## src/rtl/fir_mac_engine_if.sv

```systemverilog
// fir_mac_engine_if: handshake bundle between the FIR MAC engine and its
// neighbours.
//   coef_*    : coefficient write port (coef_ready high when a write lands)
//   hist_clr  : zero the sample history
//   in_*      : upstream sample stream (valid/ready)
//   out_*     : downstream result stream (valid/ready) plus saturation flag
//   busy      : engine is not idle
// master = the environment driving the engine, slave = the engine itself.
interface fir_mac_engine_if #(
  parameter int DATA_W = 16,
  parameter int COEF_W = 16,
  parameter int OUT_W  = 16,
  parameter int AW     = 6
);
  logic                     coef_we;
  logic [AW-1:0]            coef_addr;
  logic signed [COEF_W-1:0] coef_data;
  logic                     coef_ready;
  logic                     hist_clr;
  logic                     in_valid;
  logic signed [DATA_W-1:0] in_data;
  logic                     in_ready;
  logic                     out_valid;
  logic signed [OUT_W-1:0]  out_data;
  logic                     out_sat;
  logic                     out_ready;
  logic                     busy;

  modport master (
    output coef_we, coef_addr, coef_data, hist_clr, in_valid, in_data, out_ready,
    input  coef_ready, in_ready, out_valid, out_data, out_sat, busy
  );

  modport slave (
    input  coef_we, coef_addr, coef_data, hist_clr, in_valid, in_data, out_ready,
    output coef_ready, in_ready, out_valid, out_data, out_sat, busy
  );
endinterface

```

## src/rtl/fir_mac_engine.sv

```systemverilog
// fir_mac_engine: TAPS-tap FIR filter with one time-shared multiply-accumulate.
// Each accepted sample is written into a circular history, then TAPS MAC
// cycles accumulate coef[k] * hist[newest-k], the sum is rounded (half-up),
// shifted right by SHIFT and saturated to OUT_W bits.
// Ports:
//   clk  : single clock
//   rst  : synchronous active-high reset
//   bus  : fir_mac_engine_if.slave (coefficient port, hist_clr, in/out
//          valid/ready streams, out_sat, busy)
// Sample period is TAPS+3 cycles minimum; out_valid rises TAPS+1 edges
// after the accept edge.
module fir_mac_engine #(
  parameter int TAPS   = 64,
  parameter int DATA_W = 16,
  parameter int COEF_W = 16,
  parameter int OUT_W  = 16,
  parameter int SHIFT  = 15,
  parameter int AW     = $clog2(TAPS)
) (
  input logic             clk,
  input logic             rst,
  fir_mac_engine_if.slave bus
);

  localparam int PROD_W = DATA_W + COEF_W;
  localparam int ACC_W  = DATA_W + COEF_W + AW;
  localparam int RND_SH = (SHIFT > 0) ? SHIFT - 1 : 0;
  localparam logic [AW-1:0] LAST_IDX = AW'(TAPS - 1);
  // Rounding constant is half an output LSB, or nothing when no shift.
  localparam logic signed [ACC_W:0] RND = (ACC_W+1)'(SHIFT > 0) << RND_SH;
  localparam logic signed [ACC_W:0] MAX_V =
    {{(ACC_W+2-OUT_W){1'b0}}, {(OUT_W-1){1'b1}}};
  localparam logic signed [ACC_W:0] MIN_V =
    {{(ACC_W+2-OUT_W){1'b1}}, {(OUT_W-1){1'b0}}};

  typedef enum logic [1:0] {
    ST_IDLE = 2'd0,
    ST_MAC  = 2'd1,
    ST_SAT  = 2'd2,
    ST_OUT  = 2'd3
  } state_t;

  state_t state_r, state_nxt_s;

  logic signed [COEF_W-1:0] coef_r [TAPS];
  logic signed [DATA_W-1:0] hist_r [TAPS];
  logic [AW-1:0]            wr_ptr_r;
  logic [AW-1:0]            rd_ptr_r;
  logic [AW-1:0]            k_r;
  logic signed [ACC_W-1:0]  acc_r;
  logic                     out_valid_r;
  logic signed [OUT_W-1:0]  out_data_r;
  logic                     out_sat_r;

  logic                     in_ready_s;
  logic                     coef_ready_s;
  logic                     busy_s;
  logic                     accept_s;
  logic                     clr_s;
  logic                     cw_s;
  logic signed [PROD_W-1:0] coef_ext_s;
  logic signed [PROD_W-1:0] hist_ext_s;
  logic signed [PROD_W-1:0] prod_s;
  logic signed [ACC_W-1:0]  prod_acc_s;
  logic signed [ACC_W:0]    acc_ext_s;
  logic signed [ACC_W:0]    rnd_sum_s;
  logic signed [ACC_W:0]    shifted_s;
  logic signed [OUT_W-1:0]  sat_data_s;
  logic                     sat_flag_s;

  // Circular increment that also works for non-power-of-two TAPS.
  function automatic logic [AW-1:0] ptr_inc(input logic [AW-1:0] p);
    if (p == LAST_IDX) begin
      return '0;
    end else begin
      return p + AW'(1);
    end
  endfunction

  // Circular decrement that also works for non-power-of-two TAPS.
  function automatic logic [AW-1:0] ptr_dec(input logic [AW-1:0] p);
    if (p == '0) begin
      return LAST_IDX;
    end else begin
      return p - AW'(1);
    end
  endfunction

  assign accept_s = in_ready_s & bus.in_valid;
  assign clr_s    = (state_r == ST_IDLE) & bus.hist_clr;
  assign cw_s     = coef_ready_s & bus.coef_we;

  // Full-precision signed product: operands are sign-extended before multiply.
  assign coef_ext_s = PROD_W'(coef_r[k_r]);
  assign hist_ext_s = PROD_W'(hist_r[rd_ptr_r]);
  assign prod_s     = coef_ext_s * hist_ext_s;
  assign prod_acc_s = ACC_W'(prod_s);

  // State register.
  always_ff @(posedge clk) begin
    if (rst) begin
      state_r <= ST_IDLE;
    end else begin
      state_r <= state_nxt_s;
    end
  end

  // Next-state logic.
  always_comb begin
    state_nxt_s = state_r;
    case (state_r)
      ST_IDLE: begin
        if (accept_s) begin
          state_nxt_s = ST_MAC;
        end else begin
          state_nxt_s = ST_IDLE;
        end
      end
      ST_MAC: begin
        if (k_r == LAST_IDX) begin
          state_nxt_s = ST_SAT;
        end else begin
          state_nxt_s = ST_MAC;
        end
      end
      ST_SAT: begin
        state_nxt_s = ST_OUT;
      end
      ST_OUT: begin
        if (bus.out_ready) begin
          state_nxt_s = ST_IDLE;
        end else begin
          state_nxt_s = ST_OUT;
        end
      end
      default: begin
        state_nxt_s = ST_IDLE;
      end
    endcase
  end

  // State-decoded handshake outputs; hist_clr blocks a sample accept.
  always_comb begin
    in_ready_s   = 1'b0;
    coef_ready_s = 1'b0;
    busy_s       = 1'b1;
    case (state_r)
      ST_IDLE: begin
        coef_ready_s = 1'b1;
        busy_s       = 1'b0;
        if (bus.hist_clr) begin
          in_ready_s = 1'b0;
        end else begin
          in_ready_s = 1'b1;
        end
      end
      default: begin
        in_ready_s   = 1'b0;
        coef_ready_s = 1'b0;
        busy_s       = 1'b1;
      end
    endcase
  end

  // Coefficient store; writes land only while idle.
  always_ff @(posedge clk) begin
    if (rst) begin
      for (int i = 0; i < TAPS; i++) begin
        coef_r[i] <= '0;
      end
    end else if (cw_s && (bus.coef_addr <= LAST_IDX)) begin
      coef_r[bus.coef_addr] <= bus.coef_data;
    end
  end

  // Circular sample history and write pointer.
  always_ff @(posedge clk) begin
    if (rst || clr_s) begin
      for (int i = 0; i < TAPS; i++) begin
        hist_r[i] <= '0;
      end
      wr_ptr_r <= '0;
    end else if (accept_s) begin
      hist_r[wr_ptr_r] <= bus.in_data;
      wr_ptr_r         <= ptr_inc(wr_ptr_r);
    end
  end

  // MAC datapath: the read pointer walks backwards from the newest sample.
  always_ff @(posedge clk) begin
    if (rst) begin
      acc_r    <= '0;
      k_r      <= '0;
      rd_ptr_r <= '0;
    end else if (accept_s) begin
      acc_r    <= '0;
      k_r      <= '0;
      rd_ptr_r <= wr_ptr_r;
    end else if (state_r == ST_MAC) begin
      acc_r    <= acc_r + prod_acc_s;
      k_r      <= k_r + AW'(1);
      rd_ptr_r <= ptr_dec(rd_ptr_r);
    end
  end

  // Round half-up, arithmetic shift, then clip to the signed output range.
  always_comb begin
    acc_ext_s = {acc_r[ACC_W-1], acc_r};
    rnd_sum_s = acc_ext_s + RND;
    shifted_s = rnd_sum_s >>> SHIFT;
    if (shifted_s > MAX_V) begin
      sat_data_s = MAX_V[OUT_W-1:0];
      sat_flag_s = 1'b1;
    end else if (shifted_s < MIN_V) begin
      sat_data_s = MIN_V[OUT_W-1:0];
      sat_flag_s = 1'b1;
    end else begin
      sat_data_s = shifted_s[OUT_W-1:0];
      sat_flag_s = 1'b0;
    end
  end

  // Result registers: loaded in SAT, held until the consumer takes them.
  always_ff @(posedge clk) begin
    if (rst) begin
      out_valid_r <= 1'b0;
      out_data_r  <= '0;
      out_sat_r   <= 1'b0;
    end else if (state_r == ST_SAT) begin
      out_valid_r <= 1'b1;
      out_data_r  <= sat_data_s;
      out_sat_r   <= sat_flag_s;
    end else if ((state_r == ST_OUT) && bus.out_ready) begin
      out_valid_r <= 1'b0;
    end
  end

  assign bus.in_ready   = in_ready_s;
  assign bus.coef_ready = coef_ready_s;
  assign bus.busy       = busy_s;
  assign bus.out_valid  = out_valid_r;
  assign bus.out_data   = out_data_r;
  assign bus.out_sat    = out_sat_r;

endmodule

```

## src/flat_wrapper.sv

```systemverilog
// flat-port wrapper written by rule: the top's interface ports become plain ports
module fir_mac_engine_flat 
#(
  parameter int TAPS   = 64,
  parameter int DATA_W = 16,
  parameter int COEF_W = 16,
  parameter int OUT_W  = 16,
  parameter int SHIFT  = 15,
  parameter int AW     = $clog2(TAPS)
)
  (clk, rst, bus_coef_we, bus_coef_addr, bus_coef_data, bus_hist_clr, bus_in_valid, bus_in_data, bus_out_ready, bus_coef_ready, bus_in_ready, bus_out_valid, bus_out_data, bus_out_sat, bus_busy);
  fir_mac_engine_if #(.DATA_W(DATA_W), .COEF_W(COEF_W), .OUT_W(OUT_W), .AW(AW)) bus_i ();
  input logic clk;
  input logic rst;
  input wire logic [$bits(bus_i.coef_we)-1:0] bus_coef_we;
  input wire logic [$bits(bus_i.coef_addr)-1:0] bus_coef_addr;
  input wire logic [$bits(bus_i.coef_data)-1:0] bus_coef_data;
  input wire logic [$bits(bus_i.hist_clr)-1:0] bus_hist_clr;
  input wire logic [$bits(bus_i.in_valid)-1:0] bus_in_valid;
  input wire logic [$bits(bus_i.in_data)-1:0] bus_in_data;
  input wire logic [$bits(bus_i.out_ready)-1:0] bus_out_ready;
  output wire logic [$bits(bus_i.coef_ready)-1:0] bus_coef_ready;
  output wire logic [$bits(bus_i.in_ready)-1:0] bus_in_ready;
  output wire logic [$bits(bus_i.out_valid)-1:0] bus_out_valid;
  output wire logic [$bits(bus_i.out_data)-1:0] bus_out_data;
  output wire logic [$bits(bus_i.out_sat)-1:0] bus_out_sat;
  output wire logic [$bits(bus_i.busy)-1:0] bus_busy;
  assign bus_i.coef_we = bus_coef_we;
  assign bus_i.coef_addr = bus_coef_addr;
  assign bus_i.coef_data = bus_coef_data;
  assign bus_i.hist_clr = bus_hist_clr;
  assign bus_i.in_valid = bus_in_valid;
  assign bus_i.in_data = bus_in_data;
  assign bus_i.out_ready = bus_out_ready;
  assign bus_coef_ready = bus_i.coef_ready;
  assign bus_in_ready = bus_i.in_ready;
  assign bus_out_valid = bus_i.out_valid;
  assign bus_out_data = bus_i.out_data;
  assign bus_out_sat = bus_i.out_sat;
  assign bus_busy = bus_i.busy;
  fir_mac_engine #(.TAPS(TAPS), .DATA_W(DATA_W), .COEF_W(COEF_W), .OUT_W(OUT_W), .SHIFT(SHIFT), .AW(AW)) u_core (.clk(clk), .rst(rst), .bus(bus_i));
endmodule
```

## config.mk

```make
export PLATFORM = sky130hd
export DESIGN_NAME = fir_mac_engine_flat
export DESIGN_NICKNAME = d
export VERILOG_FILES = /design/src/rtl/fir_mac_engine_if.sv /design/src/rtl/fir_mac_engine.sv /design/src/flat_wrapper.sv
export SDC_FILE = /design/constraint.sdc
export NUM_CORES = 2
export LEC_CHECK = 0
export CELL_PAD_IN_SITES_DETAIL_PLACEMENT = 2
export CELL_PAD_IN_SITES_GLOBAL_PLACEMENT = 2
export CORE_MARGIN = 3
export CORE_UTILIZATION = 49
export CTS_CLUSTER_SIZE = 24
export DETAILED_ROUTE_END_ITERATION = 6
export HOLD_SLACK_MARGIN = 0.06
export PLACE_DENSITY_LB_ADDON = 0.2
export SLEW_MARGIN = 5
export SYNTH_ARGS = -nofsm -noshare
export SYNTH_HDL_FRONTEND = slang
export SYNTH_SLANG_ARGS = --single-unit
```

## constraint.sdc

```tcl
create_clock -name clk -period 12.26 [get_ports clk]
set_input_delay 3.065 -clock clk [delete_from_list [all_inputs] [get_ports clk]]
set_output_delay 3.065 -clock clk [all_outputs]
set_load 0.005 [all_outputs]
```

Word level (Yosys, flattened, before mapping)
Memory sizes are Yosys's and may differ from the RTL's. A register that Yosys moved wholly into a read port is not among the register bits.
Cells that the tools add are included.
{"block": "word_totals", "regBits": 76, "mem_bits_rw": 2048, "output_inout_bits": 21, "wordCells": 75, "memories": 2}
{"memory": "u_core.coef_r", "depth": 64, "word_bits": 16, "rd": 1, "rd_clocked_by_memory_dff": 1, "write_ports": 64, "line": "fir_mac_engine.sv:45", "text": "logic signed [COEF_W-1:0] coef_r [TAPS];"}
{"memory": "u_core.hist_r", "depth": 64, "word_bits": 16, "rd": 1, "rd_clocked_by_memory_dff": 1, "write_ports": 64, "line": "fir_mac_engine.sv:46", "text": "logic signed [DATA_W-1:0] hist_r [TAPS];"}
{"block": "classes", "addsub": 5, "mul": 1, "n_lt_le_gt_ge": 3, "eq_ne": 5, "muxes": 38, "bitwise": 3, "n_reduce_logical": 10}
{"operator": "two-way mux 16 bit", "n": 4}
{"operator": "two-way mux 6 bit", "n": 10}
{"operator": "adder 38 x 16 -> 39 bit (second input constant)", "n": 1}
{"operator": "adder 38 x 32 -> 38 bit", "n": 1}
{"operator": "multiplier 16 x 16 -> 32 bit", "n": 1}
{"operator": "OR reduction 16 bit", "n": 2}
{"operator": "greater-than comparator 24 x 16 -> 1 bit (second input constant)", "n": 1}
{"operator": "< comparator 24 x 16 -> 1 bit (second input constant)", "n": 1}
{"operator": "two-way mux 1 bit", "n": 21}
{"operator": "adder 6 x 1 -> 6 bit (second input constant)", "n": 2}
{"operator": "== test 6 bit (second input constant)", "n": 2}
{"operator": "one-hot mux 2 bit (4 select lines)", "n": 1}
{"operator": "<= comparator 6 bit (second input constant)", "n": 1}
{"operator": "zero test 6 bit", "n": 1}
{"operator": "subtractor 6 x 1 -> 6 bit (second input constant)", "n": 1}
{"operator": "== test 2 bit (second input constant)", "n": 2}
{"operator": "two-way mux 2 bit", "n": 2}
{"operator": "nonzero test 2 bit", "n": 2}
{"operator": "AND 1 bit", "n": 3}
{"operator": "== test 2 x 1 -> 1 bit (second input constant)", "n": 1}
{"operator": "logical AND 1 bit", "n": 2}
{"operator": "zero test 2 bit", "n": 1}
{"operator": "OR reduction 2 bit", "n": 1}
{"operator": "logical OR 1 bit", "n": 1}

Depth between registers and ports, before layout
{"block": "depth", "depth_word": 9, "depth_mapped": 35, "mapped_depth_nobuf": 28}

Worst setup path before layout
OpenSTA, ideal clock, no wires.
{"block": "synth_path", "path_kind": "register -> register", "start": "register (tool-made name)", "end": "register u_core.acc_r[37]", "arrival_time_ns": 7.968, "t_required_ns": 12.181, "setup_slack_ns": 4.213, "stages_incl_launch_ff": 31, "n_path_buf": 5, "period_less_slack_ns": 8.047, "cell_sequence": "dfxtp_1 > clkbuf_1 > buf_2 > buf_4 > buf_2 > mux4_2 > mux4_2 > mux2i_1 > nand2_1 > o21ai_0 > buf_2 > nor2_1 > fa_1 > inv_1 > fa_1 > fa_1 > inv_1 > fa_1 > fa_1 > inv_1 > fa_1 > inv_1 > ha_1 > or3_1 > o211ai_1 > nand3_1 > o311ai_1 > a31o_1 > o22ai_1 > or4_1 > o211ai_1"}
{"item": "end signal, assigned", "line": "fir_mac_engine.sv:200", "text": "acc_r <= acc_r + prod_acc_s;"}
{"item": "end, declared", "line": "fir_mac_engine.sv:50", "text": "logic signed [ACC_W-1:0] acc_r;"}

==> impl_results.md <==
- Status: completed
- Pre-antenna DRT Iters: 7
- Initial Utilization: 49.39%
- Synth Instances: 7420
- Post-route DRC: 0
- R2r setup slk: 2.02 ns
- Hold buffers post-CTS: 0
- Rows: 172
- Clock latency on the worst-skew pair: 0.90 ns
- Maximum number of pins on one net before global-route repair: 66
- Fmax: 97.64 MHz
- Power Density: 199.7 nW/um^2
- FILL cells: 19557
- Most frequent standard cell in the layout excluding fill and tap cells: and2_1
- CTS root buffer: clkbuf_16
- Layout cells sized above 1: 18.08%
- Measured slew at the worst slew-check pin: 1.372 ns
- Vias: 64714
- Die width: 477.1 um
- FF-to-FF path depth: 28
- Initial antenna violation count: 33
- DR iter-0 viols: 6905
- Hold Path End: u_core.bus.out_data[15]
- Worst-path maximum fanout: 36
- Post-route cell area: 119600 sq um
- EDFF count, synth: 2048
- Post-synth ARST share: 0%
- Core Box Area: 220200 sq um
- Slew Viols, Final: 0
- Fin. Hold Viols: 0
- Fin crit period: 10.24 ns
- Slowest CP cell: dfxtp_4
- Top FF cell, synth: edfxtp_1
- Final nets: 7831
- IO Pins: 65
- Final cell count without fillers: 10507
- Post-CTS Setup Bufs: 0
- Setup CP Type: reg2reg
- CTS buffer count: 228
- Overflow after GRT: 0
- Yosys warns: 0
- Worst clock skew: 0.07792 ns
- # port buffers: 64
- ANT nets after route: 0
- Worst setup margin: 2.019 ns
- Post-synth top area cell: edfxtp_1
- CP endpoint kind: register
- Clk sink count: 2136
- Reg2Reg Capture Point: u_core.acc_r[37]
- Leakage: 45.05 nW
- Critical Path Max Stage Delay: 0.83 ns
- Seq/Total Area, Yosys: 58.18%
- Max VDD drop: 332.3 uV
- Multi-input gate area: 41520 sq um
- RSZ-0062 raised after global routing: false
- Placed inst area: 112500 sq um
- Final setup fails: 0
- Syn nets: 7902
- Total Neg Setup Slack: 0 ns
- Final core utilization: 54.35%
- Setup crit start kind: register
- Hold Crit Start: u_core.bus.out_data[15]
- Worst endpoint required time: 13.02 ns
- GRT Total Usage: 32.37%
- Synth cell types: 73
- Post-Syn Area per Cell: 14.66 sq um
- # resized after CTS: 0
- Dpl hpwl: 234600 um
- Final WL: 367600 um
- Die area: 227600 sq um
- Most frequent cells in the layout: and2_1, edfxtp_1, mux4_2
- First-pass GRT wire length: 535300 um
- CTS tree: built
- Chip height: 477.1 um
- Clock Path Buffers: 3
- Worst slew margin: 8.184%
- Hold Path Depth: 2
- Routability cong.: 0.8296
- Final worst path period share: 83.54%
- Register bit total from synthesis: 2136
- Vias in the first global route: 71947
- CTS clk-pin slew, worst paths: 0.07 ns
- H-tree depth: 4
- Average wire per standard cell: 34.98 um
- Crit path arrival time: 11.00 ns
- CP dominant cell by count: fa_1
- Register area: 63290 sq um
- Buf/Inv on CP: 6
- Inst Count DP: 10077
- Place WS: 2.264 ns
- Delay-heaviest family, CP: adder cells
- Worst hold path class: reg2reg
- Synth top area share: 56.56%
- Max-cap violations: 0
- Synth-to-layout area growth: 10.03%
- Leading post-synthesis cells by cell area: edfxtp_1, mux4_2, and2_1
- Netlist Area Pre-Place: 108700 sq um
- Via/cell ratio: 6.159
[synth_stat cells, drive strengths merged, types with 8 or more instances]
cell type	number
nand2	236
mux2	11
nand3b	13
dfxtp	88
and2	2062
xor2	23
nor3	19
a21o	15
o21ai	106
o211ai	19
mux4	653
buf	152
nand2b	13
edfxtp	2048
nor2	308
nor2b	17
fa	322
inv	387
clkbuf	456
a21oi	69
mux2i	12
or2	75
or3	12
nand4	16
a22oi	8
ha	116
xnor2	30
nand3	41
[cells by family (layout without fill, tap and decap cells)]
logic type               count (synthesis)  in the layout  synth area share, %
AND/OR/NAND/NOR                       2850           2850                15.15
buffers and inverters                  995           1115                3.683
XOR/XNOR                                53             53               0.4269
AO/OA/AOI/OAI                          272            272                1.534
other                                    0              9                    0
flip-flops                            2136           2136                58.18
adder cells (fa/ha/maj)                438            438                7.263
multiplexers                           676            676                13.77
[worst max path at each step]
| stage | start | end | slack [ns] | depth (start not counted) |
|---|---|---|---|---|
| after floorplan | register | u_core.acc_r[37] | 4.21 | 30 |
| after global placement | register | u_core.acc_r[37] | 2.34 | 24 |
| after detailed placement | register | u_core.acc_r[37] | 2.26 | 28 |
| after CTS | register | u_core.acc_r[37] | 2.15 | 28 |
| after global routing | register | u_core.acc_r[37] | 1.58 | 28 |
| final | register | u_core.acc_r[37] | 2.02 | 28 |
[tightest hold or removal path, cell delays in order, from the launching register on]
cell and delay, ns:
dfxtp_1 0.31, nand2_1 0.05, a21oi_1 0.05
[power by group]
part	internal, mW	switching, mW
logic	3.30	5.20
registers	8.33	0.199
clock network	3.78	3.09
[per-layer routing]
| layer | GRT usage (%) | part of all wire [%] |
|---|---|---|
| met2 | 55.61 | 51 |
| met3 | 5.050 | 6.3 |
| met1 | 41.45 | 38 |
| met5 | 0 | 0.030 |
| met4 | 12.46 | 4.2 |
[sequential cells by signal, indices dropped and copies added, names as in the netlist, named ones only]
signal,flops
u_core.hist_r,1024
u_core.k_r,6
u_core.state_r,2
u_core.rd_ptr_r,6
u_core.bus.out_sat,1
u_core.wr_ptr_r,6
u_core.bus.out_valid,1
u_core.bus.out_data,16
u_core.acc_r,38
u_core.coef_r,1024
[layout make-up]
cell class / count / area share, %
sequential: 2136 / 52.90
multi-input combinational: 4289 / 34.70
clock buffer: 290 / 5.032
tap: 2958 / 3.093
timing repair buffer: 307 / 2.092
inverter: 387 / 1.214
clock inverter: 131 / 0.9516
antenna: 9 / 0.01882
[per-stage QoR]
stage | power, mW | hold WS (ns)
floorplan | 14.54 | 0.4362
global placement | 16.75 | 0.4429
detailed placement | 17.15 | 0.4555
CTS | 24.03 | 0.4643
global route | 25.26 | 0.4958
finish | 23.90 | 0.4572
No activity file was read; power rests on OpenSTA's default activity.
